## src/rtl/rf_pkg.sv

```systemverilog
// rf_pkg: shared definitions for the register file / scoreboard slice.
//   - default geometry (data width, register count, counter width)
//   - register address typedef for the default geometry
//   - cnt_max(): the saturation value of a pending-writer counter
package rf_pkg;

    localparam int RF_DATA_W = 16;
    localparam int RF_NREGS  = 4;
    localparam int RF_CNT_W  = 2;
    localparam int RF_ADDR_W = $clog2(RF_NREGS);

    typedef logic [RF_ADDR_W-1:0] rf_addr_t;

    // Largest number of in-flight writers a counter of cnt_w bits can track.
    function automatic int unsigned cnt_max(input int unsigned cnt_w);
        return (32'd1 << cnt_w) - 32'd1;
    endfunction

endpackage

```

## src/rtl/rf_pending_cnt.sv

```systemverilog
// rf_pending_cnt: one saturating up/down pending-writer counter.
//
// Ports:
//   clk      in   rising-edge clock
//   reset_n  in   synchronous active-low reset, clears cnt
//   inc      in   one more producer issued
//   dec      in   one producer wrote back
//   cnt      out  current count
//   is_zero  out  cnt == 0
//   is_one   out  cnt == 1
//   is_max   out  cnt == 2^CNT_W-1
//
// inc is ignored at max and dec is ignored at zero, so the counter never
// wraps in either direction. inc and dec together cancel.
module rf_pending_cnt
    import rf_pkg::*;
#(
    parameter int CNT_W = RF_CNT_W
) (
    input  logic             clk,
    input  logic             reset_n,
    input  logic             inc,
    input  logic             dec,
    output logic [CNT_W-1:0] cnt,
    output logic             is_zero,
    output logic             is_one,
    output logic             is_max
);

    localparam logic [CNT_W-1:0] CNT_MAX = CNT_W'(cnt_max(CNT_W));

    logic inc_ok;
    logic dec_ok;

    assign is_zero = (cnt == '0);
    assign is_one  = (cnt == CNT_W'(1));
    assign is_max  = (cnt == CNT_MAX);

    assign inc_ok = inc && !is_max;
    assign dec_ok = dec && !is_zero;

    always_ff @(posedge clk) begin
        if (!reset_n) begin
            cnt <= '0;
        end else if (inc_ok && !dec_ok) begin
            cnt <= cnt + CNT_W'(1);
        end else if (dec_ok && !inc_ok) begin
            cnt <= cnt - CNT_W'(1);
        end
    end

endmodule

```

## src/rtl/rf_scoreboard.sv

```systemverilog
// rf_scoreboard: register file with write-to-read forwarding and a
// per-register pending-writer scoreboard.
//
// Ports:
//   clk, reset_n            clock and synchronous active-low reset
//   rd_addr1/2              read addresses
//   rd_data1/2              combinational read data (forwarded from wr_data)
//   rd_ready1/2             register has no outstanding producer (or its
//                           last producer retires this cycle)
//   wr_en/wr_addr/wr_data   writeback port; also retires one producer
//   issue_en/issue_addr     decode issues a producer for issue_addr
//   issue_full              issue_addr already tracks the maximum producers
//
// With ZERO_REG=1, register 0 reads 0, ignores writes and issues and is
// always ready.
module rf_scoreboard
    import rf_pkg::*;
#(
    parameter int DATA_W   = RF_DATA_W,
    parameter int NREGS    = RF_NREGS,
    parameter int ADDR_W   = $clog2(NREGS),
    parameter int CNT_W    = RF_CNT_W,
    parameter int ZERO_REG = 0
) (
    input  logic              clk,
    input  logic              reset_n,
    input  logic [ADDR_W-1:0] rd_addr1,
    input  logic [ADDR_W-1:0] rd_addr2,
    output logic [DATA_W-1:0] rd_data1,
    output logic [DATA_W-1:0] rd_data2,
    output logic              rd_ready1,
    output logic              rd_ready2,
    input  logic              wr_en,
    input  logic [ADDR_W-1:0] wr_addr,
    input  logic [DATA_W-1:0] wr_data,
    input  logic              issue_en,
    input  logic [ADDR_W-1:0] issue_addr,
    output logic              issue_full
);

    localparam bit ZR = (ZERO_REG != 0);

    logic [DATA_W-1:0] mem [NREGS];

    logic [CNT_W-1:0]  cnt_arr [NREGS];
    logic [NREGS-1:0]  is_zero;
    logic [NREGS-1:0]  is_one;
    logic [NREGS-1:0]  is_max;

    logic wr_to_zero;
    assign wr_to_zero = ZR && (wr_addr == '0);

    // ------------------------------------------------------------------
    // Data storage
    // ------------------------------------------------------------------
    always_ff @(posedge clk) begin
        if (!reset_n) begin
            for (int i = 0; i < NREGS; i++) begin
                mem[i] <= '0;
            end
        end else if (wr_en && !wr_to_zero) begin
            mem[wr_addr] <= wr_data;
        end
    end

    // ------------------------------------------------------------------
    // Pending-writer counters
    // ------------------------------------------------------------------
    for (genvar r = 0; r < NREGS; r++) begin : g_cnt
        logic inc_r;
        logic dec_r;
        logic tracked;

        // Register 0 is hard-wired in the zero-register variant and never
        // becomes pending.
        assign tracked = !(ZR && (r == 0));
        assign inc_r   = tracked && issue_en && (issue_addr == ADDR_W'(r)) && !is_max[r];
        assign dec_r   = tracked && wr_en && (wr_addr == ADDR_W'(r)) && !is_zero[r];

        rf_pending_cnt #(
            .CNT_W (CNT_W)
        ) u_cnt (
            .clk     (clk),
            .reset_n (reset_n),
            .inc     (inc_r),
            .dec     (dec_r),
            .cnt     (cnt_arr[r]),
            .is_zero (is_zero[r]),
            .is_one  (is_one[r]),
            .is_max  (is_max[r])
        );
    end

    // ------------------------------------------------------------------
    // Read ports
    // ------------------------------------------------------------------
    logic fwd1;
    logic fwd2;

    assign fwd1 = wr_en && (wr_addr == rd_addr1);
    assign fwd2 = wr_en && (wr_addr == rd_addr2);

    always_comb begin
        rd_data1 = fwd1 ? wr_data : mem[rd_addr1];
        if (ZR && (rd_addr1 == '0)) begin
            rd_data1 = '0;
        end
    end

    always_comb begin
        rd_data2 = fwd2 ? wr_data : mem[rd_addr2];
        if (ZR && (rd_addr2 == '0)) begin
            rd_data2 = '0;
        end
    end

    // A register whose single remaining producer writes back this cycle is
    // already usable: its value is on the forwarding path. A same-cycle
    // issue only shows up once the counter has moved.
    always_comb begin
        rd_ready1 = (cnt_arr[rd_addr1] == '0) || (is_one[rd_addr1] && fwd1);
        if (ZR && (rd_addr1 == '0)) begin
            rd_ready1 = 1'b1;
        end
    end

    always_comb begin
        rd_ready2 = (cnt_arr[rd_addr2] == '0) || (is_one[rd_addr2] && fwd2);
        if (ZR && (rd_addr2 == '0)) begin
            rd_ready2 = 1'b1;
        end
    end

    // Pessimistic: a writeback in the same cycle does not free a slot early.
    assign issue_full = is_max[issue_addr];

endmodule

```

## config.mk

```make
export PLATFORM = sky130hd
export DESIGN_NAME = rf_scoreboard
export DESIGN_NICKNAME = d
export VERILOG_FILES = /design/src/rtl/rf_pkg.sv /design/src/rtl/rf_pending_cnt.sv /design/src/rtl/rf_scoreboard.sv
export SDC_FILE = /design/constraint.sdc
export NUM_CORES = 1
export LEC_CHECK = 0
export ABC_AREA = 1
export BUFFER_PORTS_ARGS = -buffer_cell sky130_fd_sc_hd__buf_2
export CAP_MARGIN = 15
export CORE_ASPECT_RATIO = 1.1
export CORE_UTILIZATION = 50
export DETAILED_ROUTE_END_ITERATION = 12
export GPL_TIMING_DRIVEN = 0
export PLACE_DENSITY = 0.7
export SLEW_MARGIN = 20
export SYNTH_ARGS = -nofsm -noshare
export SYNTH_HDL_FRONTEND = slang
export SYNTH_SLANG_ARGS = --single-unit
```

## constraint.sdc

```tcl
create_clock -name clk -period 2.1 [get_ports clk]
set_input_delay 0 -clock clk [delete_from_list [all_inputs] [get_ports clk]]
set_output_delay 0 -clock clk [all_outputs]
set_load 0.05 [all_outputs]
```

==> impl_metrics.py, run 1 <==
metrics = {
    "min_path": {
        "hold_path_depth": 3,
        "min_from": "wr_data[13]",
        "holdPathEnd": "mem[3][13]",
        "hp-class": "in -> reg",
    },
    "synth": {
        "synth.avg_cell_area_um2": 6.96,
        "ys_warn_count": 0,
        "synth_cell_types": 28,
        "syn_inst": 713,
        "synth_fp_nets": 757,
        "netlist_area_um2": 4960,
        "synth.ff_latch_count": 72,
        "ys_seq_area_share_pct": 42.0,
    },
    "clock_network": {
        "htree_levels": 3,
        "cts_root_buffer": "clkbuf_8",
        "cts.sinks": 72,
        "insertion_delay_ns": 0.37,
        "clockBufferDepth": 2,
        "post_cts_buffers": 0,
        "cts.clk_slew.worst_paths_ns": 0.08,
        "cts_tree": "yes",
        "cts_made_buffers": 9,
        "cts_resized": 0,
    },
    "setup_path": {
        "crit_slowest_cell": "dfxtp_1",
        "timing.rr.start": "g_cnt[3].u_cnt.cnt[0]",
        "start_kind": "flop",
        "crit_path_end_kind": "flop",
        "cp_max_fo": 5,
        "reg2reg_depth": 7,
        "critical_path.max_stage_delay_ns": 0.41,
        "r2r_slack_ns": 0.42,
        "r2r-end": "g_cnt[3].u_cnt.cnt[1]",
        "worstPathCellList": "inv_1, ha_1, or2_2, ha_1, a21oi_1, o21ai_0, inv_1",
        "critPathTopFamily": "adder cells",
        "worstSetupPathType": "reg -> reg",
        "arrival_ns": 2.00,
        "required_ns": 2.42,
        "critical_path_buf_inv_count": 2,
    },
    "drt": {
        "antenna_left": 0,
        "drt_pass1_iterations": 5,
        "routed_via_density": 5.32,
        "finalWirelength_um": 14900,
        "vias": 4851,
        "drc": 0,
        "drt_iter0_drc": 541,
        "wl_per_cell_um": 16.3,
    },
    "sta": {
        "min_period_ns": 1.68,
        "tightest_slew_ns": 0.940,
        "finalCritPeriodShare_pct": 79.8,
        "holdWs_ns": 0.00171,
        "hold_viol_final": 0,
        "clock_skew_ns": 0.000304,
        "drv_slew": 0,
        "tns_ns": 0,
        "fmax_mhz": 597,
        "setup_viol_count_final": 0,
        "rsz0062_at_grt": "false",
        "slew_headroom_pct": 37.2,
    },
    "floorplan": {
        "die_x_um": 97.0,
        "ios": 63,
        "start_util_pct": 52.3,
        "num_rows": 37,
        "die_height_um": 106,
        "core_um2": 9490,
        "dieArea_um2": 10300,
    },
    "power": {
        "total_power_mw": 4.12,
        "ir_worst_vdd_uv": 419,
        "p_per_area_nw_per_um2": 725,
        "leakagePower_nw": 3.05,
    },
    "finish": {
        "insertedDiodeCount": 0,
        "multi_input_area_um2": 2270,
        "regArea_um2": 2080,
        "fillers": 873,
        "layout.nets": 834,
        "layout-drive-gt1-share_pct": 15.7,
        "area_growth_syn_to_layout_pct": 14.5,
    },
    "placement": {
        "portBuffers": 60,
        "post-dp-hpwl_um": 10100,
        "gp_congestion": 0.903,
    },
    "grt": {
        "grt_pass1_vias": 4785,
        "grt_max_degree": 17,
        "grt.total_usage_pct": 30.0,
        "antenna_found_initial": 0,
        "grt_overflow_total": 0,
        "grt_pass1_wl_um": 23500,
    },
    "run": {
        "drv_cap": 0,
    },
    "status": {
        "status": "complete, no violations",
    },
}
==> layout by cell type, fill, tap and decap left out, drive strengths merged <==
cell type / n
bufinv: 2
clkbuf: 10
nor2: 55
nand4: 1
buf: 91
ha: 16
dfxtp: 8
nand3: 79
clkinv: 3
clkinvlp: 1
nor4: 4
edfxtp: 64
xnor2: 4
o21ai: 17
or2: 4
inv: 112
a21oi: 8
nand2: 310
dlygate4sd3: 6
==> registers in the layout (all words and copies together) (netlist names) <==
name,flops
g_cnt.u_cnt.cnt,8
mem,64
==> cells by family after synthesis <==
group                      count (synthesis)  share of synthesized area, %
adders and majority gates                 16                          4.04
and+or+nand+nor                          453                          38.5
DFF                                       72                          42.0
buffers and inverters                    143                          12.2
AOI/OAI and AO/OA                         25                          2.52
xor gates and xnor gates                   4                         0.706
==> worst min-delay path: cells and delay by family <==
kind	cells	cell delay, ns
and+or+nand+nor	1	0.09
buffers and inverters	2	0.17
==> per-layer routing <==
layer | global-route usage (%) | vias to the layer above | part of all wire, %
li1 | - | 2352 | -
met1 | 35.2 | 2184 | 38
met2 | 52.5 | 271 | 49
met3 | 4.08 | 44 | 9.0
met4 | 17.3 | 0 | 3.5
met5 | 0 | - | 0
==> per-stage QoR <==
step	utilization [%]	setup slack (ns)	std cells	area, um^2
3_5_place_dp	57.0	0.462	890	5410
3_3_place_gp	57.0	0.494	890	5410
6_report	59.8	0.424	912	5680
2_1_floorplan	-	0.591	713	4960
5_1_grt	59.8	0.269	912	5680
4_1_cts	59.8	0.450	912	5680
==> Yosys cell counts <==
cell type / number / area, um^2
ha_1: 16 / 200
nor2_1: 51 / 191
buf_4: 3 / 22.5
o21ai_0: 16 / 80.1
nor2_2: 1 / 6.26
nand4_1: 1 / 6.26
inv_1: 105 / 394
nand3_1: 77 / 385
nand2_4: 3 / 33.8
buf_8: 1 / 15.0
buf_2: 20 / 100
nand2_1: 301 / 1130
nor2_4: 2 / 22.5
or2_1: 1 / 6.26
edfxtp_1: 64 / 1920
buf_6: 3 / 33.8
inv_2: 7 / 26.3
nor4_1: 4 / 25.0
a21oi_1: 8 / 40.0
dfxtp_1: 8 / 160
buf_1: 4 / 15.0
nand3_4: 1 / 17.5
nor2_8: 1 / 20.0
nand3_2: 1 / 10.0
nand2_2: 6 / 37.5
or2_2: 3 / 18.8
xnor2_1: 4 / 35.0
o21ai_1: 1 / 5.00
==> power breakdown <==
group / switching [mW] / internal, mW / total, mW
clock network: 0.561 / 0.663 / 1.22
registers: 0.0385 / 1.67 / 1.71
logic: 0.876 / 0.306 / 1.18
==> worst max path at each step <==
stage | from | endpoint | cells after the start
2_1_floorplan | g_cnt[0].u_cnt.cnt[0] | g_cnt[0].u_cnt.cnt[0] | 6
3_3_place_gp | wr_addr[1] | mem[2][8] | 5
3_5_place_dp | g_cnt[3].u_cnt.cnt[0] | g_cnt[3].u_cnt.cnt[0] | 6
4_1_cts | g_cnt[3].u_cnt.cnt[0] | g_cnt[3].u_cnt.cnt[0] | 6
5_1_grt | g_cnt[3].u_cnt.cnt[0] | g_cnt[3].u_cnt.cnt[0] | 6
6_report | g_cnt[3].u_cnt.cnt[0] | g_cnt[3].u_cnt.cnt[1] | 7
==> layout make-up <==
cell class / count / share of cell area, %
flip-flops and latches: 72 / 36.7
well taps: 117 / 2.58
multi-input cells: 498 / 40.0
clock inverters: 6 / 1.48
plain buffers: 31 / 3.28
clock buffers: 10 / 2.25
inverters: 112 / 7.40
repair buffers: 66 / 6.35
==> repair_timing <==
action                                 in CTS  in global routing
setup endpoints to repair                   0                  0
endpoints found under the hold margin       9                  0
hold buffers                                6                  0
Note: power is estimated with default switching activity, not from simulation.
==> run 2: changes to the inputs <==
==> constraint.sdc (replaced) <==
create_clock -name clk -period 1.6 [get_ports clk]
set_input_delay 0 -clock clk [delete_from_list [all_inputs] [get_ports clk]]
set_output_delay 0 -clock clk [all_outputs]
set_load 0.05 [all_outputs]
==> run 2 against run 1 <==
  * Die area unchanged
  * Sequential share of layout area decreased by 0.58 points
  * Wire length increased by 1.2%
  * Power increased by 32%
  * Final area increased by 2.2%
  * Via count increased by 1.0%
  * First-iteration DRC count decreased by 5.2%
  * Sequential power increased by 32%
==> impl_metrics.py, run 2 (same netlist as run 1, synthesis figures left out) <==
metrics = {
    "power": {
        "p_per_area_nw_per_um2": 939,
        "ir_worst_vdd_uv": 551,
        "leakagePower_nw": 3.07,
    },
    "min_path": {
        "min_from": "wr_data[13]",
        "hold_path_depth": 3,
        "holdPathEnd": "mem[3][13]",
        "hp-class": "in -> reg",
    },
    "floorplan": {
        "die_x_um": 97.0,
        "ios": 63,
        "dieArea_um2": 10300,
        "start_util_pct": 52.3,
        "core_um2": 9490,
        "num_rows": 37,
        "die_height_um": 106,
    },
    "finish": {
        "insertedDiodeCount": 0,
        "largest_reg_flops": 64,
        "layout-drive-gt1-share_pct": 19.2,
        "fin_area_um2": 5800,
        "area_growth_syn_to_layout_pct": 17.0,
        "layout_commonest_cell": "nand2_1",
        "fillers": 861,
        "final_cell_mix": "nand2_1, inv_1, buf_2",
        "layout.nets": 836,
        "reg_top3": "mem: 64 flops, g_cnt.u_cnt.cnt: 8 flops",
        "top_register": "mem",
    },
    "grt": {
        "grt.total_usage_pct": 30.1,
        "grt_pass1_wl_um": 23600,
        "grt_overflow_total": 0,
        "grt_pass1_vias": 4810,
        "grt_max_degree": 17,
        "antenna_found_initial": 0,
    },
    "clock_network": {
        "cts_tree": "yes",
        "clockBufferDepth": 2,
        "cts_root_buffer": "clkbuf_8",
        "cts_made_buffers": 9,
        "cts.clk_slew.worst_paths_ns": 0.08,
        "insertion_delay_ns": 0.37,
        "cts.sinks": 72,
        "htree_levels": 3,
    },
    "sta": {
        "tightest_slew_ns": 0.923,
        "setup_viol_count_final": 0,
        "hold_viol_final": 0,
        "clock_skew_ns": 0.000155,
        "rsz0062_at_grt": "true",
        "drv_slew": 0,
        "finalCritPeriodShare_pct": 96.4,
        "fmax_mhz": 648,
        "tns_ns": 0,
        "slew_headroom_pct": 38.3,
        "min_period_ns": 1.54,
    },
    "placement": {
        "place_area_um2": 5410,
        "gp_congestion": 0.903,
        "post-dp-hpwl_um": 10100,
        "portBuffers": 60,
    },
    "drt": {
        "routed_via_density": 5.36,
        "drc": 0,
        "drt_iter0_drc": 513,
        "wl_per_cell_um": 16.5,
        "antenna_left": 0,
        "finalWirelength_um": 15000,
        "vias": 4900,
        "drt_pass1_iterations": 6,
    },
    "setup_path": {
        "cpMostUsedCell": "nand2_1",
        "worstPathCellList": "buf_2, inv_2, buf_1, nand3_1, nand2_1, nand2_1, nand2_1, buf_2",
        "crit_path_end_kind": "output pin",
        "arrival_ns": 1.54,
        "cp_max_fo": 10,
        "critical_path.max_stage_delay_ns": 0.60,
        "required_ns": 1.60,
        "r2r-end": "g_cnt[1].u_cnt.cnt[1]",
        "start_kind": "input pin",
        "r2r_slack_ns": 0.06,
        "timing.rr.start": "g_cnt[1].u_cnt.cnt[0]",
        "reg2reg_depth": 7,
        "crit_slowest_cell": "buf_1",
        "worstSetupPathType": "in -> out",
    },
    "run": {
        "drv_cap": 0,
    },
    "status": {
        "status": "complete, no violations",
    },
}
run 2: final cells by class:
cell class | count | area (um^2) | share of cell area (%)
Sequential cell | 72 | 2090 | 36.1
Timing Repair Buffer | 68 | 388 | 6.68
Inverter | 112 | 420 | 7.24
Multi-Input combinational cell | 498 | 2360 | 40.6
Clock inverter | 6 | 83.8 | 1.44
Tap cell | 117 | 146 | 2.52
Clock buffer | 10 | 128 | 2.20
Buffer | 31 | 186 | 3.21
run 2: worst max-delay path: cells and delay by family:
family        cells  cell delay, ns
buf+inv           4            1.13
simple gates      4            0.39
run 2: through the flow:
stage                     hold WS (ns)  std cells  worst slack (ns)  power, mW  util, %
after floorplan                  0.227        713            0.0909       3.40        -
after global placement           0.348        890          -0.00644       3.77     57.0
after detailed placement         0.347        890           -0.0384       3.81     57.0
after CTS                      0.00333        912            0.0139       5.39     60.1
after global routing            0.0396        914           -0.0432       5.66     61.2
final                          0.00721        914            0.0570       5.45     61.2
run 2: worst max-delay path by stage:
| stage | from | end | slack, ns |
|---|---|---|---|
| global placement | wr_addr[1] | mem[2][8] | -0.006 |
| CTS | g_cnt[1].u_cnt.cnt[0] | g_cnt[1].u_cnt.cnt[1] | 0.01 |
| floorplan | g_cnt[2].u_cnt.cnt[0] | g_cnt[2].u_cnt.cnt[0] | 0.09 |
| detailed placement | g_cnt[3].u_cnt.cnt[0] | g_cnt[3].u_cnt.cnt[0] | -0.04 |
| finish | rd_addr1[1] | rd_data1[3] | 0.06 |
| global route | g_cnt[1].u_cnt.cnt[0] | g_cnt[1].u_cnt.cnt[1] | -0.04 |
run 2: power by group:
part           internal [mW]  leakage (nW)  switching (mW)
clock                  0.870         0.102           0.734
sequential              2.20         0.699          0.0532
combinational          0.428          2.27            1.17
total                   3.50          3.07            1.95
run 2: what timing repair did:
item,4_1_cts,5_1_grt
resized for setup,9,31
gates cloned,0,0
hold endpoints to repair,9,0
hold buffers,6,0
setup buffers,0,2
endpoints found under the setup margin,9,10
pin swaps,0,4
run 2: per-layer routing:
| layer | share of wire, % | GRT usage [%] | routed length [um] | vias to the layer above |
|---|---|---|---|---|
| met2 | 50 | 53.0 | 7460 | 258 |
| met1 | 38 | 35.3 | 5700 | 2239 |
| met3 | 9.4 | 4.08 | 1410 | 40 |
| met5 | 0 | 0 | 0 | - |
| li1 | - | - | - | 2363 |
| met4 | 3.2 | 17.3 | 478 | 0 |
==> run 3: changes to the inputs <==
--- a/config.mk
+++ b/config.mk
@@ -5,14 +5,14 @@
 export SDC_FILE = /design/constraint.sdc
 export NUM_CORES = 1
 export LEC_CHECK = 0
-export ABC_AREA = 1
+export ABC_AREA = 0
 export BUFFER_PORTS_ARGS = -buffer_cell sky130_fd_sc_hd__buf_2
 export CAP_MARGIN = 15
 export CORE_ASPECT_RATIO = 1.1
 export CORE_UTILIZATION = 50
 export DETAILED_ROUTE_END_ITERATION = 12
 export GPL_TIMING_DRIVEN = 0
-export PLACE_DENSITY = 0.7
+export PLACE_DENSITY = 0.71
 export SLEW_MARGIN = 20
 export SYNTH_ARGS = -nofsm -noshare
 export SYNTH_HDL_FRONTEND = slang
==> run 3 against run 2 <==
  * Power rose by 1.2%
  * Flip-flop and latch count did not move
  * Hold slack got worse by 0.0045 ns
  * Highest routed layer unchanged
  * Global-route usage fell by 5.0 points
  * Die area fell by 8.8%
  * Utilization rose by 7.3 points
  * Non-clock buffer count rose by 11
  * The run now ends with negative setup slack left
  * Combinational power rose by 19%
==> impl_metrics.py, run 3 <==
metrics = {
    "synth": {
        "syn_inst": 313,
        "yosys.area.top_type": "edfxtp_1",
        "synth-simple-area-share_pct": 14.3,
        "synth_cell_types": 32,
        "synth_edf_count": 64,
        "ys_seq_area_share_pct": 46.1,
        "synth_xor_area_share_pct": 2.99,
        "ys_warn_count": 0,
        "synth_top_area_share_pct": 42.6,
        "synth_compound_area_share_pct": 1.61,
        "synthMuxAreaShare_pct": 26.6,
        "synth.ff_latch_count": 72,
        "synth_fp_nets": 357,
        "synth.top_cells.by_area": "edfxtp_1, mux4_2, and2_1",
        "yosysMostFrequentCell": "edfxtp_1",
        "async_flop_share_pct": 0,
        "netlist_area_um2": 4510,
        "ys.flop_type": "edfxtp_1",
        "synth_top_family_by_area": "multiplexers",
        "synthAdderAreaFrac_pct": 4.43,
        "synth.avg_cell_area_um2": 14.4,
        "synthTopCellsByCount": "edfxtp_1, and2_1, mux4_2",
    },
    "power": {
        "ir_worst_vdd_uv": 442,
        "leakagePower_nw": 2.42,
        "total_power_mw": 5.52,
        "p_per_area_nw_per_um2": 913,
    },
    "min_path": {
        "holdPathEnd": "mem[1][0]",
        "min_from": "wr_data[0]",
        "hold_path_depth": 2,
        "hp-class": "in -> reg",
    },
    "drt": {
        "finalWirelength_um": 11100,
        "antenna_left": 0,
        "drt_iter0_drc": 177,
        "routed_via_density": 5.70,
        "wl_per_cell_um": 20.8,
        "vias": 3037,
        "drt_pass1_iterations": 4,
        "drc": 0,
    },
    "finish": {
        "layout.nets": 458,
        "top_register": "mem",
        "insertedDiodeCount": 0,
        "multi_input_area_um2": 2560,
        "final_cell_mix": "edfxtp_1, and2_1, mux4_2",
        "final_cell_count_no_fill": 533,
        "reg_top3": "mem: 64 flops, g_cnt.u_cnt.cnt: 8 flops",
        "layout-drive-gt1-share_pct": 53.0,
        "fillers": 636,
        "layout_commonest_cell": "edfxtp_1",
        "regArea_um2": 2100,
        "largest_reg_flops": 64,
        "area_growth_syn_to_layout_pct": 33.9,
        "fin_area_um2": 6040,
    },
    "clock_network": {
        "cts_made_buffers": 9,
        "clockBufferDepth": 2,
        "cts_root_buffer": "clkbuf_8",
        "cts.sinks": 72,
        "cts.clk_slew.worst_paths_ns": 0.08,
        "htree_levels": 3,
        "insertion_delay_ns": 0.36,
        "cts_tree": "yes",
    },
    "sta": {
        "hold_viol_final": 0,
        "tightest_slew_ns": 0.574,
        "min_period_ns": 1.75,
        "tns_ns": -2.32,
        "drv_slew": 0,
        "clock_skew_ns": 0.00204,
        "fmax_mhz": 573,
        "setup_viol_count_final": 38,
        "fin_ws_ns": -0.145,
        "finalCritPeriodShare_pct": 109,
        "rsz0062_at_grt": "true",
        "slew_headroom_pct": 61.6,
    },
    "status": {
        "status": "finished, violations left",
        "failed_checks": "negative setup slack",
    },
    "setup_path": {
        "required_ns": 1.60,
        "cp_max_fo": 2,
        "critical_path.max_stage_delay_ns": 0.47,
        "reg2reg_depth": 8,
        "crit_path_end_kind": "output pin",
        "worstPathCellList": "inv_2, ha_4, mux4_2, inv_2, o221ai_2, buf_6",
        "cpMostUsedCell": "inv_2",
        "worstSetupPathType": "reg -> out",
        "start_kind": "flop",
        "r2r-end": "g_cnt[3].u_cnt.cnt[1]",
        "timing.rr.start": "g_cnt[3].u_cnt.cnt[0]",
        "r2r_slack_ns": -0.04,
        "crit_slowest_cell": "mux4_2",
        "arrival_ns": 1.75,
    },
    "placement": {
        "portBuffers": 60,
        "post-dp-hpwl_um": 6690,
        "place_area_um2": 4970,
        "dp_slack_ns": -0.381,
        "gp_congestion": 0.777,
        "dp.cells": 487,
    },
    "grt": {
        "grt_max_degree": 17,
        "grt_pass1_vias": 3225,
        "grt.total_usage_pct": 25.1,
        "antenna_found_initial": 0,
        "grt_overflow_total": 0,
        "grt_pass1_wl_um": 16900,
    },
    "floorplan": {
        "core_um2": 8830,
        "ios": 63,
        "num_rows": 36,
        "dieArea_um2": 9410,
        "die_x_um": 92.6,
        "start_util_pct": 51.1,
        "die_height_um": 102,
    },
    "run": {
        "drv_cap": 0,
    },
}
## run 3: cell types whose count changed in the layout (fill, tap and decap cells not counted), moves of 21 or more
cell	previous run	this run
nand3_1	77	1
nand2_1	301	7
buf_2	78	30
mux2_4	0	32
inv_1	96	4
buf_6	5	26
mux4_2	0	35
nor2_1	51	3
and2_1	0	56
## run 3: per-layer routing
layer / global-route usage, % / share of wire, % / vias up
li1: - / - / 1380
met3: 3.45 / 5.6 / 17
met1: 29.4 / 39 / 1534
met2: 45.6 / 54 / 106
met4: 11.9 / 1.6 / 0
met5: 0 / 0 / -
## run 3: what timing repair did
action | in CTS | in global routing
hold buffers | 15 | 0
endpoints found under the setup margin | 47 | 91
buffers inserted | 12 | 3
pin swaps | 9 | 10
cloned | 0 | 0
gates resized for setup | 161 | 17
hold endpoints to repair | 42 | 0
## run 3: worst max-delay path: cells and delay by family (launching register included)
family / cells / cell delay (ns)
mux: 1 / 0.47
flops: 1 / 0.34
buf+inv: 3 / 0.30
fa+ha+maj: 1 / 0.15
compound gates: 1 / 0.12
## run 3: stage by stage
| stage | hold slack, ns | util (%) |
|---|---|---|
| 4_1_cts | 0.00759 | 67.4 |
| 3_3_place_gp | 0.345 | 56.3 |
| 5_1_grt | 0.0106 | 68.5 |
| 3_5_place_dp | 0.354 | 56.3 |
| 6_report | 0.00267 | 68.5 |
| 2_1_floorplan | 0.198 | - |
## run 3: report_power, final
part           total, mW  switching, mW  internal (mW)
combinational       1.90           1.01          0.894
clock               1.34          0.765          0.575
sequential          2.28         0.0781           2.20
total               5.52           1.85           3.67
## run 3: worst max-delay path by stage
stage	depth (start not counted)	endpoint	slack [ns]	start
2_1_floorplan	7	g_cnt[0].u_cnt.cnt[1]	0.006	g_cnt[0].u_cnt.cnt[0]
3_3_place_gp	4	mem[1][12]	-0.36	reset_n
3_5_place_dp	4	mem[1][12]	-0.38	reset_n
4_1_cts	6	rd_ready2	-0.15	g_cnt[0].u_cnt.cnt[1]
5_1_grt	6	rd_ready2	-0.20	g_cnt[3].u_cnt.cnt[1]
6_report	6	rd_ready2	-0.15	g_cnt[3].u_cnt.cnt[1]
## run 3: cell type report
cell class,instances,share of cell area (%)
Inverter,10,0.663
Sequential cell,72,34.8
Tap cell,114,2.36
Buffer,20,2.34
Clock buffer,9,2.05
Clock inverter,7,0.932
Multi-Input combinational cell,211,42.3
Timing Repair Buffer,90,14.5
## run 3: cell families (layout without fill, tap and decap cells)
family	Yosys count	count (layout)
AO/OA/AOI/OAI	12	12
XOR/XNOR	12	12
adder cells (fa/ha/maj)	16	16
buffers and inverters	30	136
flip-flops	72	72
multiplexers	67	67
AND/OR/NAND/NOR	104	104
